===== src/rtl/range_avg_if.sv =====
// range_avg_if: bundles the result stream from maxmin and the
// block-result handshake toward the consumer of range_avg.
// master: the side that produces din/din_rdy and acknowledges blocks.
// slave : range_avg itself.
interface range_avg_if #(
  parameter int LOG2_N = 2
);
  logic [15:0]       din;
  logic              din_rdy;
  logic [15:0]       avg;
  logic [15:0]       peak;
  logic              vld;
  logic              ack;
  logic              ovf;
  logic [LOG2_N-1:0] cnt;

  modport master (
    output din, din_rdy, ack,
    input  avg, peak, vld, ovf, cnt
  );

  modport slave (
    input  din, din_rdy, ack,
    output avg, peak, vld, ovf, cnt
  );
endinterface


===== src/rtl/range_avg.sv =====
// range_avg: averages blocks of N = 2^LOG2_N range results coming from
// maxmin and publishes the truncated average (and optionally the peak)
// through a vld/ack handshake. A block finished while the previous one
// is still unacknowledged is dropped and latches the sticky ovf flag.
// Optional feature macro: RANGE_AVG_PEAK_EN (running max and peak output).
// Without it, peak is tied to zero and no running-max register exists.
module range_avg #(
  parameter int LOG2_N = 2
) (
  input logic         clk,
  input logic         rst,
  range_avg_if.slave  bus
);

  localparam int DATA_W = 16;
  localparam int SUM_W  = DATA_W + LOG2_N;

  typedef enum logic {
    EMPTY = 1'b0,
    FULL  = 1'b1
  } state_t;

  state_t state_q;
  state_t state_nxt;

  logic [SUM_W-1:0]  sum_p0;
  logic [SUM_W-1:0]  sum_nxt;
  logic [LOG2_N-1:0] cnt_p0;
  logic              blk_done;
  logic [DATA_W-1:0] blk_avg;

  logic [DATA_W-1:0] avg_p1;
  logic              ovf_p1;
  logic              load_out;
  logic              set_ovf;

  // Truncating divide by N: drop the LOG2_N fractional bits of the sum.
  function automatic logic [DATA_W-1:0] trunc_avg(input logic [SUM_W-1:0] s);
    return s[SUM_W-1:LOG2_N];
  endfunction

  // Unsigned maximum of two results.
  function automatic logic [DATA_W-1:0] max_u(input logic [DATA_W-1:0] a,
                                             input logic [DATA_W-1:0] b);
    return (a > b) ? a : b;
  endfunction

  // Block completes on the strobe carrying result N-1 (cnt all ones).
  assign blk_done = bus.din_rdy && (cnt_p0 == {LOG2_N{1'b1}});
  assign sum_nxt  = sum_p0 + SUM_W'(bus.din);
  assign blk_avg  = trunc_avg(sum_nxt);

  // Stage p0: running sum and result counter; both restart with no gap.
  always_ff @(posedge clk or negedge rst) begin
    if (!rst) begin
      sum_p0 <= '0;
      cnt_p0 <= '0;
    end else if (bus.din_rdy) begin
      if (blk_done) begin
        sum_p0 <= '0;
        cnt_p0 <= '0;
      end else begin
        sum_p0 <= sum_nxt;
        cnt_p0 <= cnt_p0 + LOG2_N'(1);
      end
    end
  end

`ifdef RANGE_AVG_PEAK_EN
  logic [DATA_W-1:0] max_p0;
  logic [DATA_W-1:0] blk_peak;
  logic [DATA_W-1:0] peak_p1;

  assign blk_peak = max_u(max_p0, bus.din);

  // Stage p0: running maximum of the current block.
  always_ff @(posedge clk or negedge rst) begin
    if (!rst) begin
      max_p0 <= '0;
    end else if (bus.din_rdy) begin
      max_p0 <= blk_done ? '0 : blk_peak;
    end
  end

  // Stage p1: published peak, loaded together with the average.
  always_ff @(posedge clk or negedge rst) begin
    if (!rst) begin
      peak_p1 <= '0;
    end else if (load_out) begin
      peak_p1 <= blk_peak;
    end
  end

  assign bus.peak = peak_p1;
`else
  assign bus.peak = '0;
`endif

  // Output handshake state register.
  always_ff @(posedge clk or negedge rst) begin
    if (!rst) begin
      state_q <= EMPTY;
    end else begin
      state_q <= state_nxt;
    end
  end

  // Next state: load on completion unless a full, unacked block is held.
  always_comb begin
    state_nxt = state_q;
    load_out  = 1'b0;
    set_ovf   = 1'b0;
    case (state_q)
      EMPTY: begin
        if (blk_done) begin
          load_out  = 1'b1;
          state_nxt = FULL;
        end
      end
      FULL: begin
        if (blk_done && bus.ack) begin
          load_out = 1'b1;
        end else if (blk_done) begin
          set_ovf = 1'b1;
        end else if (bus.ack) begin
          state_nxt = EMPTY;
        end
      end
      default: state_nxt = EMPTY;
    endcase
  end

  // Stage p1: published average and sticky drop flag.
  always_ff @(posedge clk or negedge rst) begin
    if (!rst) begin
      avg_p1 <= '0;
      ovf_p1 <= 1'b0;
    end else begin
      if (load_out) avg_p1 <= blk_avg;
      if (set_ovf)  ovf_p1 <= 1'b1;
    end
  end

  assign bus.avg = avg_p1;
  assign bus.vld = (state_q == FULL);
  assign bus.ovf = ovf_p1;
  assign bus.cnt = cnt_p0;

endmodule


===== src/flat_wrapper.sv =====
// flat-port wrapper written by rule: the top's interface ports become plain ports
module range_avg_flat 
#(
  parameter int LOG2_N = 2
)
  (clk, rst, bus_din, bus_din_rdy, bus_ack, bus_avg, bus_peak, bus_vld, bus_ovf, bus_cnt);
  range_avg_if #(.LOG2_N(LOG2_N)) bus_i ();
  input logic clk;
  input logic rst;
  input wire logic [$bits(bus_i.din)-1:0] bus_din;
  input wire logic [$bits(bus_i.din_rdy)-1:0] bus_din_rdy;
  input wire logic [$bits(bus_i.ack)-1:0] bus_ack;
  output wire logic [$bits(bus_i.avg)-1:0] bus_avg;
  output wire logic [$bits(bus_i.peak)-1:0] bus_peak;
  output wire logic [$bits(bus_i.vld)-1:0] bus_vld;
  output wire logic [$bits(bus_i.ovf)-1:0] bus_ovf;
  output wire logic [$bits(bus_i.cnt)-1:0] bus_cnt;
  assign bus_i.din = bus_din;
  assign bus_i.din_rdy = bus_din_rdy;
  assign bus_i.ack = bus_ack;
  assign bus_avg = bus_i.avg;
  assign bus_peak = bus_i.peak;
  assign bus_vld = bus_i.vld;
  assign bus_ovf = bus_i.ovf;
  assign bus_cnt = bus_i.cnt;
  range_avg #(.LOG2_N(LOG2_N)) u_core (.clk(clk), .rst(rst), .bus(bus_i));
endmodule

===== config.mk =====
export PLATFORM = sky130hd
export DESIGN_NAME = range_avg_flat
export DESIGN_NICKNAME = d
export VERILOG_FILES = /design/src/rtl/range_avg_if.sv /design/src/rtl/range_avg.sv /design/src/flat_wrapper.sv
export SDC_FILE = /design/constraint.sdc
export NUM_CORES = 1
export LEC_CHECK = 0
export ABC_AREA = 1
export BUFFER_PORTS_ARGS = -buffer_cell sky130_fd_sc_hd__buf_2
export CORE_MARGIN = 3
export CORE_UTILIZATION = 49
export DETAILED_ROUTE_END_ITERATION = 10
export PLACE_DENSITY = 0.76
export SLEW_MARGIN = 20
export SYNTH_ARGS = -nofsm -noshare
export SYNTH_HDL_FRONTEND = slang
export SYNTH_SLANG_ARGS = --single-unit

===== constraint.sdc =====
create_clock -name clk -period 1.7 [get_ports clk]
set_clock_uncertainty 0.1 [all_clocks]
set_input_delay 0.17 -clock clk [delete_from_list [all_inputs] [get_ports clk]]
set_output_delay 0.17 -clock clk [all_outputs]
set_load 0.01 [all_outputs]

Word level (Yosys, flattened, before mapping)
Index checks and enable logic that the tools add are counted.
- add/sub/neg operators: 2
- equality and inequality tests: 1
- mux-type cells: 11
- bitwise gates (word level): 1
- reductions and logical operators: 2
- operator list (kind ; count):
    $add 18x16->18 ; 1
    $mux 18 ; 1
    $mux 1 ; 7
    $pmux 1 s2 ; 2
    $add 2x1->2 const B ; 1
    $eq 2x2->1 const B ; 1
    $logic_and 1x1->1 ; 2
    $mux 2 ; 1
    $not 1->1 ; 1
- bits in registers: 38
- logic and storage cells: 22

Depth between registers and ports, before layout
Gate-level depths: netlist of the first run.
- word-level depth: 5
- mapped depth: 12
- depth with buffers taken out: 12

Worst setup path before layout of the first run
Ideal clock, no wire load.
- path type: reg-to-reg
- start point: register u_core.sum_p0[0]
- end point: register u_core.sum_p0[10]
- library setup time: 0.117 ns
- arrival time: 1.599 ns
- data required time: 1.483 ns
- path slack: -0.116 ns
- cell stages (with the launch flop): 11
- buffers on the path: 0
- clock period less this slack: 1.816 ns
- path through: dfrtp_1 > ha_1 > fa_1 > nand3_1 > nand2_1 > nand3_1 > nand2_1 > nand2_1 > nand3b_1 > nand3_1 > nand2_1
- cells in the longest elaborated chain, start to end: 2
- RTL lines (element ; line ; source):
    start: declaration ; range_avg.sv:26 ; logic [SUM_W-1:0] sum_p0;
    start signal: assignment ; range_avg.sv:63 ; sum_p0 <= sum_nxt;
    $add 18x16->18 ; range_avg.sv:50 ; assign sum_nxt = sum_p0 + SUM_W'(bus.din);
    $mux 18 ; range_avg.sv:59 ; if (blk_done) begin
No other way between the ends.
A chain may end at the register's enable or synchronous reset.

Final worst setup path of the first run
- start point: register u_core.sum_p0[11]
- end point: register u_core.sum_p0[14]
The elaborated chain is that of the path after synthesis.

==> qor.log, run 1 <==
[floorplan] Initial Utilization 51.6%
[route] detailed-route wire length per cell 17.6 µm
[floorplan] Top Ports 56
[sta] slew at the pin closest to its max-slew limit 502 ps
[finish] utilization of the core after routing 75.5%
[route] via count 2620
[route] first-pass detailed-route iteration total 5
[clocking] clock root buffer clkbuf_8
[sta] setup violation total in the final timing report 26
[placement] input/output buffers 39
[worst_setup_path] WP data required 1800 ps
[floorplan] number of placement rows 25
[finish] diode insertion count for antenna repair 0
[worst_setup_path] startpoint types flip-flop
[pwr] net switching component of the power 3.33 mW
[clocking] clock network latency to the later pin of the worst-skew pair 310 ps
[placement] number of placed instances, taps included 453
[pwr] relative contribution of combinational cells to total power 63.1%
[global_routing] number of antenna violations at the first check in global routing 0
[floorplan] Die H 77.2 µm
[worst_setup_path] kind of end point of the critical path flip-flop
[status] violations in the final reports setup timing
[finish] share of post-route cells with drive strength above 1 40.9%
[global_routing] pin count of the biggest net entering global routing 21
[worst_setup_path] Worst path top cell family by delay simple AND/OR/NAND/NOR gates
[status] result of the run finished with violations
[floorplan] area of the die 5960 µm²
[logic_synthesis] mapped cell area 2480 µm²
[logic_synthesis] synthesis warning total 0
[route] DRC Markers 0
[sta] setup_tns -2560 ps
[worst_setup_path] path type of the worst setup path reg2reg
[clocking] Clock Pin Slew Worst Setup and Hold Paths 80 ps
[pwr] power per cell area 2010 nW/µm²
[placement] estimated wirelength of the detail-placed design 4530 µm
[sta] period utilisation layout 115%
[placement] global placement routability congestion 0.947
[finish] non-filler cells in the finished layout 473
[pwr] leakage 1.85 nW
[sta] setup repair after global routing missed its margin true
[logic_synthesis] most used flip-flop cell after synthesis dfrtp_1
[pwr] total internal power 3.96 mW
[route] ratio of routed vias to standard cells 5.54
[pwr] switching part of the total 45.7%
[finish] most common cell after layout, fill and taps aside nand2_1
[logic_synthesis] flip-flop and latch count after synthesis 38
[worst_setup_path] worst-path cell with the longest stage delay dfrtp_1
[finish] most frequent cells in the layout nand2_1, buf_2, dfrtp_1
[pwr] post-layout total power 7.29 mW
[pwr] share of total power in the clock network 13.8%
[worst_setup_path] worst path cell trace ha_4 > nand2_1 > inv_2 > nand3_1 > nor3_4 > nand2_4 > nand2_2 > nand2_2 > nand3_1 > nand2_1
[sta] post-route minimum period 1960 ps
[sta] Final Max Slew Viols 0
[clocking] number of CTS-inserted buffers 5
[logic_synthesis] mean cell area of the mapped netlist 7.53 µm²
[route] sum of routed wire length over all layers 8300 µm
[floorplan] placeable core area 4820 µm²
[global_routing] wire length of the first global-routing pass 11500 µm
[sta] final count of hold timing violations 0
[job] MaxCap Viol Count 0
[finish] count of nets after finishing 443
[global_routing] number of global-route vias before repair 2407
[pwr] Peak VDD IR 0.911 mV
[placement] Setup WS pre-CTS -141 ps
[sta] maximum achievable frequency 511 MHz
[logic_synthesis] number of synthesized flops with an enable pin 0
[sta] relative max-transition margin 66.5%
[clocking] maximum clock insertion buffer count 2
[worst_setup_path] Buf+Inv Stages, Crit Path 1
[worst_setup_path] Critical Path Max Stage Delay 420 ps
[floorplan] die width 77.2 µm
[route] residual antenna-violating net count after detailed routing 0
[clocking] clock tree from TritonCTS yes
[worst_setup_path] signal arrival time at the worst endpoint 2060 ps
[logic_synthesis] sequential fraction of the synthesis area 38.3%
[clocking] H-tree Lvls 2
[finish] area grow syn2layout 46.3%
[min_path] class of the most critical hold timing path in2reg
[route] initial detailed-routing violation count 232
[global_routing] aggregate global-route resource usage 24.6%
[logic_synthesis] share of synthesized registers carrying an async set or reset 100%
[clocking] number of sinks handled by clock tree synthesis 38
[logic_synthesis] Synth Instances 330
[worst_setup_path] worst-path fanout max 6
[logic_synthesis] Synth cell types 27
[pwr] sequential cell fraction of total power 23.1%
[global_routing] remaining global-route overflow 0
[sta] worst path setup slack after routing -257 ps
==> synth_stat cells, types with 7 or more instances <==
master	number	share of area (%)
a21oi_1	13	2.6
buf_4	17	5.1
dfrtp_1	38	38
ha_1	17	8.6
inv_1	23	3.5
nand2_1	121	18
nand2_2	7	1.8
nand3_1	26	5.2
nand3b_1	10	3.0
nor2_1	15	2.3
o21ai_0	8	1.6
o21ai_1	7	1.4
==> final cells by class <==
| cell class | instances | area, µm² |
|---|---|---|
| multi-input combinational | 260 | 1880 |
| fill | 292 | 1180 |
| sequential | 38 | 951 |
| timing repair buffer | 73 | 469 |
| inverter | 25 | 97.6 |
| tap | 67 | 83.8 |
| clock buffer | 6 | 82.6 |
| clock inverter | 2 | 60.1 |
| timing repair inverter | 2 | 15.0 |
==> power by group through the flow <==
stage          sequential (mW)  combinational, mW  clock, mW
6_report                  1.69               4.60       1.00
5_1_grt                   1.73               4.97       1.05
4_1_cts                   1.64               3.55      0.987
3_5_place_dp              1.59               3.10          0
3_3_place_gp              1.60               3.01          0
2_1_floorplan             1.65               1.99          0
==> through the flow <==
step | cell area, µm² | hold WS, ps
floorplan | 2560 | -226
global placement | 2880 | 60.5
detailed placement | 2880 | 69.6
CTS | 3280 | 3.12
global route | 3630 | 28.1
finish | 3630 | 11.2
==> path summary, 6_finish.rpt <==
kind | slack [ps] | depth (start not counted) | from | to
setup / recovery | -260 | 10 | u_core.sum_p0[11]$_DFFE_PN0P_ | u_core.sum_p0[14]$_DFFE_PN0P_
hold / removal | 10 | 3 | bus_din_rdy | u_core.bus.cnt[1]$_DFFE_PN0P_
setup reg to reg | -260 | 10 | u_core.sum_p0[11]$_DFFE_PN0P_ | u_core.sum_p0[14]$_DFFE_PN0P_
hold reg to reg | 380 | 2 | u_core.bus.avg[0]$_DFFE_PN0P_ | u_core.bus.avg[0]$_DFFE_PN0P_
max in group asynchronous | 760 | 3 | rst | u_core.sum_p0[7]$_DFFE_PN0P_
min in group asynchronous | 250 | 2 | rst | u_core.bus.avg[12]$_DFFE_PN0P_
==> flip-flops by register name, summed over array words and instances (netlist names) <==
name,cells
u_core.sum_p0,18
u_core.bus.avg,16
u_core.bus.cnt,2
u_core.bus.ovf,1
u_core.bus.vld,1
==> worst min-delay path, stage by stage <==
cell and delay (ps):
buf_2 110, nand2_1 50, nand2_1 50
==> cells by family (layout without fill, tap and decap cells) <==
logic type               after synthesis  after routing  synth area share [%]
XOR/XNOR                               6              6                  2.12
adder cells (fa/ha/maj)               18             18                  9.37
AND/OR/NAND/NOR                      187            187                  33.0
other                                  1             16                 0.151
AO/OA/AOI/OAI                         33             33                  7.36
flip-flops                            38             38                  38.3
buffers and inverters                 47            108                  9.72
==> timing repair <==
item                       CTS  global route
gates cloned                 1             1
buffers inserted             2             7
hold endpoints to repair    19             0
pin swaps                   11            27
setup endpoints to repair   27            32
gates resized for setup     37            63
hold buffers                 1             0
==> per-layer routing <==
metal  vias to the layer above  routed length (µm)  share of wire, %  global-route usage, %
li1                       1182                   -                 -                      -
met1                      1240                3240                39                   29.9
met2                       158                4060                49                   42.7
met3                        40                 573               6.9                   5.40
met4                         0                 432               5.2                   8.90
met5                         -                   0                 0                      0
Note: power is estimated with default switching activity, not from simulation.
==> run 2, diff against run 1 <==
--- a/config.mk
+++ b/config.mk
@@ -13,2 +13,3 @@
 export PLACE_DENSITY = 0.76
+export SETUP_SLACK_MARGIN = 0.15
 export SLEW_MARGIN = 20
--- a/constraint.sdc
+++ b/constraint.sdc
@@ -4,2 +4,2 @@
 set_output_delay 0.17 -clock clk [all_outputs]
-set_load 0.01 [all_outputs]
+set_load 0.005 [all_outputs]
==> qor.log, run 2 (synthesis gave the netlist of run 1 again) <==
[route] detailed-route wire length per cell 13.8 µm
[finish] sequential cell area in the final layout 952 µm²
[global_routing] number of antenna violations at the first check in global routing 0
[worst_setup_path] Critical Path Max Stage Delay 420 ps
[sta] setup violation total in the final timing report 21
[clocking] H-tree Lvls 2
[worst_setup_path] worst path cell trace ha_4 > fa_2 > nand3_2 > nand2_4 > nand3_2 > nand2_4 > nand2_2 > nand3b_1 > nand3_1 > nand2_1
[worst_setup_path] startpoint types flip-flop
[clocking] clock tree from TritonCTS yes
[pwr] leakage 1.75 nW
[finish] utilization of the core after routing 70.5%
[job] MaxCap Viol Count 0
[global_routing] wire length of the first global-routing pass 10200 µm
[floorplan] area of the die 5960 µm²
[floorplan] Die H 77.2 µm
[route] residual antenna-violating net count after detailed routing 0
[worst_setup_path] Buf+Inv Stages, Crit Path 0
[sta] post-route minimum period 1890 ps
[finish] flip-flop count of the largest register, all copies and words added 18
[worst_setup_path] path type of the worst setup path reg2reg
[global_routing] remaining global-route overflow 0
[clocking] maximum clock insertion buffer count 2
[global_routing] pin count of the biggest net entering global routing 21
[sta] maximum achievable frequency 528 MHz
[finish] register with the highest flop count u_core.sum_p0
[clocking] clock root buffer clkbuf_8
[pwr] switching part of the total 43.7%
[status] violations in the final reports setup timing
[sta] final count of hold timing violations 0
[clocking] clock network latency to the later pin of the worst-skew pair 300 ps
[sta] period utilisation layout 111%
[worst_setup_path] kind of end point of the critical path flip-flop
[sta] Final Max Slew Viols 0
[floorplan] placeable core area 4820 µm²
[pwr] net switching component of the power 2.70 mW
[finish] count of nets after finishing 426
[finish] area grow syn2layout 36.8%
[clocking] number of sinks handled by clock tree synthesis 38
[sta] setup repair after global routing missed its margin true
[sta] worst path setup slack after routing -195 ps
[route] initial detailed-routing violation count 156
[worst_setup_path] Worst path top cell family by delay simple AND/OR/NAND/NOR gates
[pwr] total internal power 3.48 mW
[placement] estimated wirelength of the detail-placed design 4230 µm
[placement] total placed instance area 2890 µm²
[route] DRC Markers 0
[sta] smallest hold slack 42.5 ps
[finish] most common cell after layout, fill and taps aside nand2_1
[pwr] relative contribution of combinational cells to total power 60.9%
[status] result of the run finished with violations
[route] via count 2350
[pwr] power per cell area 1820 nW/µm²
[route] first-pass detailed-route iteration total 4
[global_routing] aggregate global-route resource usage 21.3%
[worst_setup_path] worst-path cell with the longest stage delay dfrtp_1
[finish] share of post-route cells with drive strength above 1 37.5%
[placement] Setup WS pre-CTS -165 ps
[route] sum of routed wire length over all layers 6310 µm
[floorplan] number of placement rows 25
[route] ratio of routed vias to standard cells 5.15
[finish] post-route standard cell area excluding fillers 3400 µm²
[placement] input/output buffers 39
[finish] most frequent cells in the layout nand2_1, buf_2, dfrtp_1
[min_path] class of the most critical hold timing path in2reg
[clocking] number of CTS-inserted buffers 5
[finish] # fillers 370
[finish] diode insertion count for antenna repair 0
[worst_setup_path] signal arrival time at the worst endpoint 1990 ps
[clocking] Clock Pin Slew Worst Setup and Hold Paths 80 ps
[global_routing] number of global-route vias before repair 2267
[floorplan] Top Ports 56
[worst_setup_path] worst-path fanout max 3
[worst_setup_path] WP data required 1790 ps
[finish] area occupied by multi-input gates 1790 µm²
[placement] global placement routability congestion 0.827
[pwr] share of total power in the clock network 12.5%
[floorplan] Initial Utilization 51.6%
[pwr] sequential cell fraction of total power 26.6%
[floorplan] die width 77.2 µm
[pwr] Peak VDD IR 0.853 mV
[pwr] post-layout total power 6.19 mW
## run 2: power groups by stage
stage | combinational, mW | clock, mW | sequential (mW)
floorplan | 2.13 | 0 | 1.60
global placement | 2.84 | 0 | 1.60
detailed placement | 2.92 | 0 | 1.62
CTS | 3.24 | 0.782 | 1.64
global route | 4.19 | 0.823 | 1.70
finish | 3.77 | 0.771 | 1.65
## run 2: final cells by class
type | count | share of cell area (%)
Multi-Input combinational cell | 260 | 52.6
Timing Repair Buffer | 58 | 10.9
Clock inverter | 3 | 1.18
Tap cell | 67 | 2.47
Clock buffer | 5 | 2.03
Sequential cell | 38 | 28.0
Inverter | 25 | 2.76
## run 2: worst min-delay path: cells and delay by family
kind	cells	cell delay, ps
and+or+nand+nor	2	130
buffers and inverters	2	100
## run 2: routing by layer
| metal | share of wire (%) | global-route usage [%] | vias to the layer above | routed length, µm |
|---|---|---|---|---|
| li1 | - | - | 1147 | - |
| met1 | 43 | 27.0 | 1118 | 2700 |
| met2 | 50 | 35.1 | 70 | 3140 |
| met3 | 5.2 | 4.69 | 15 | 329 |
| met4 | 2.3 | 8.36 | 0 | 143 |
| met5 | 0 | 0 | - | 0 |
## run 2: metrics by stage
| step | std cells | TNS [ps] |
|---|---|---|
| 2_1_floorplan | 345 | -131 |
| 3_3_place_gp | 439 | -978 |
| 3_5_place_dp | 439 | -1530 |
| 4_1_cts | 451 | -1080 |
| 5_1_grt | 456 | -4180 |
| 6_report | 456 | -2310 |
## run 2: path summary, 6_finish.rpt
kind | from | slack (ps) | cells after the start | to
worst min register to register | u_core.bus.avg[14]$_DFFE_PN0P_ | 370 | 2 | u_core.bus.avg[14]$_DFFE_PN0P_
worst min-delay path | bus_ack | 40 | 4 | u_core.bus.vld$_DFF_PN0_
worst max register to register | u_core.sum_p0[0]$_DFFE_PN0P_ | -190 | 10 | u_core.sum_p0[14]$_DFFE_PN0P_
min in group asynchronous | rst | 250 | 2 | u_core.sum_p0[3]$_DFFE_PN0P_
max in group asynchronous | rst | 780 | 3 | u_core.sum_p0[1]$_DFFE_PN0P_
worst max-delay path | u_core.sum_p0[0]$_DFFE_PN0P_ | -190 | 10 | u_core.sum_p0[14]$_DFFE_PN0P_
## run 2: timing repair
item | in CTS | in global routing
pin swaps | 7 | 33
resized for setup | 29 | 43
hold buffers | 2 | 0
endpoints found under the hold margin | 19 | 0
buffers inserted | 2 | 5
endpoints found under the setup margin | 28 | 32
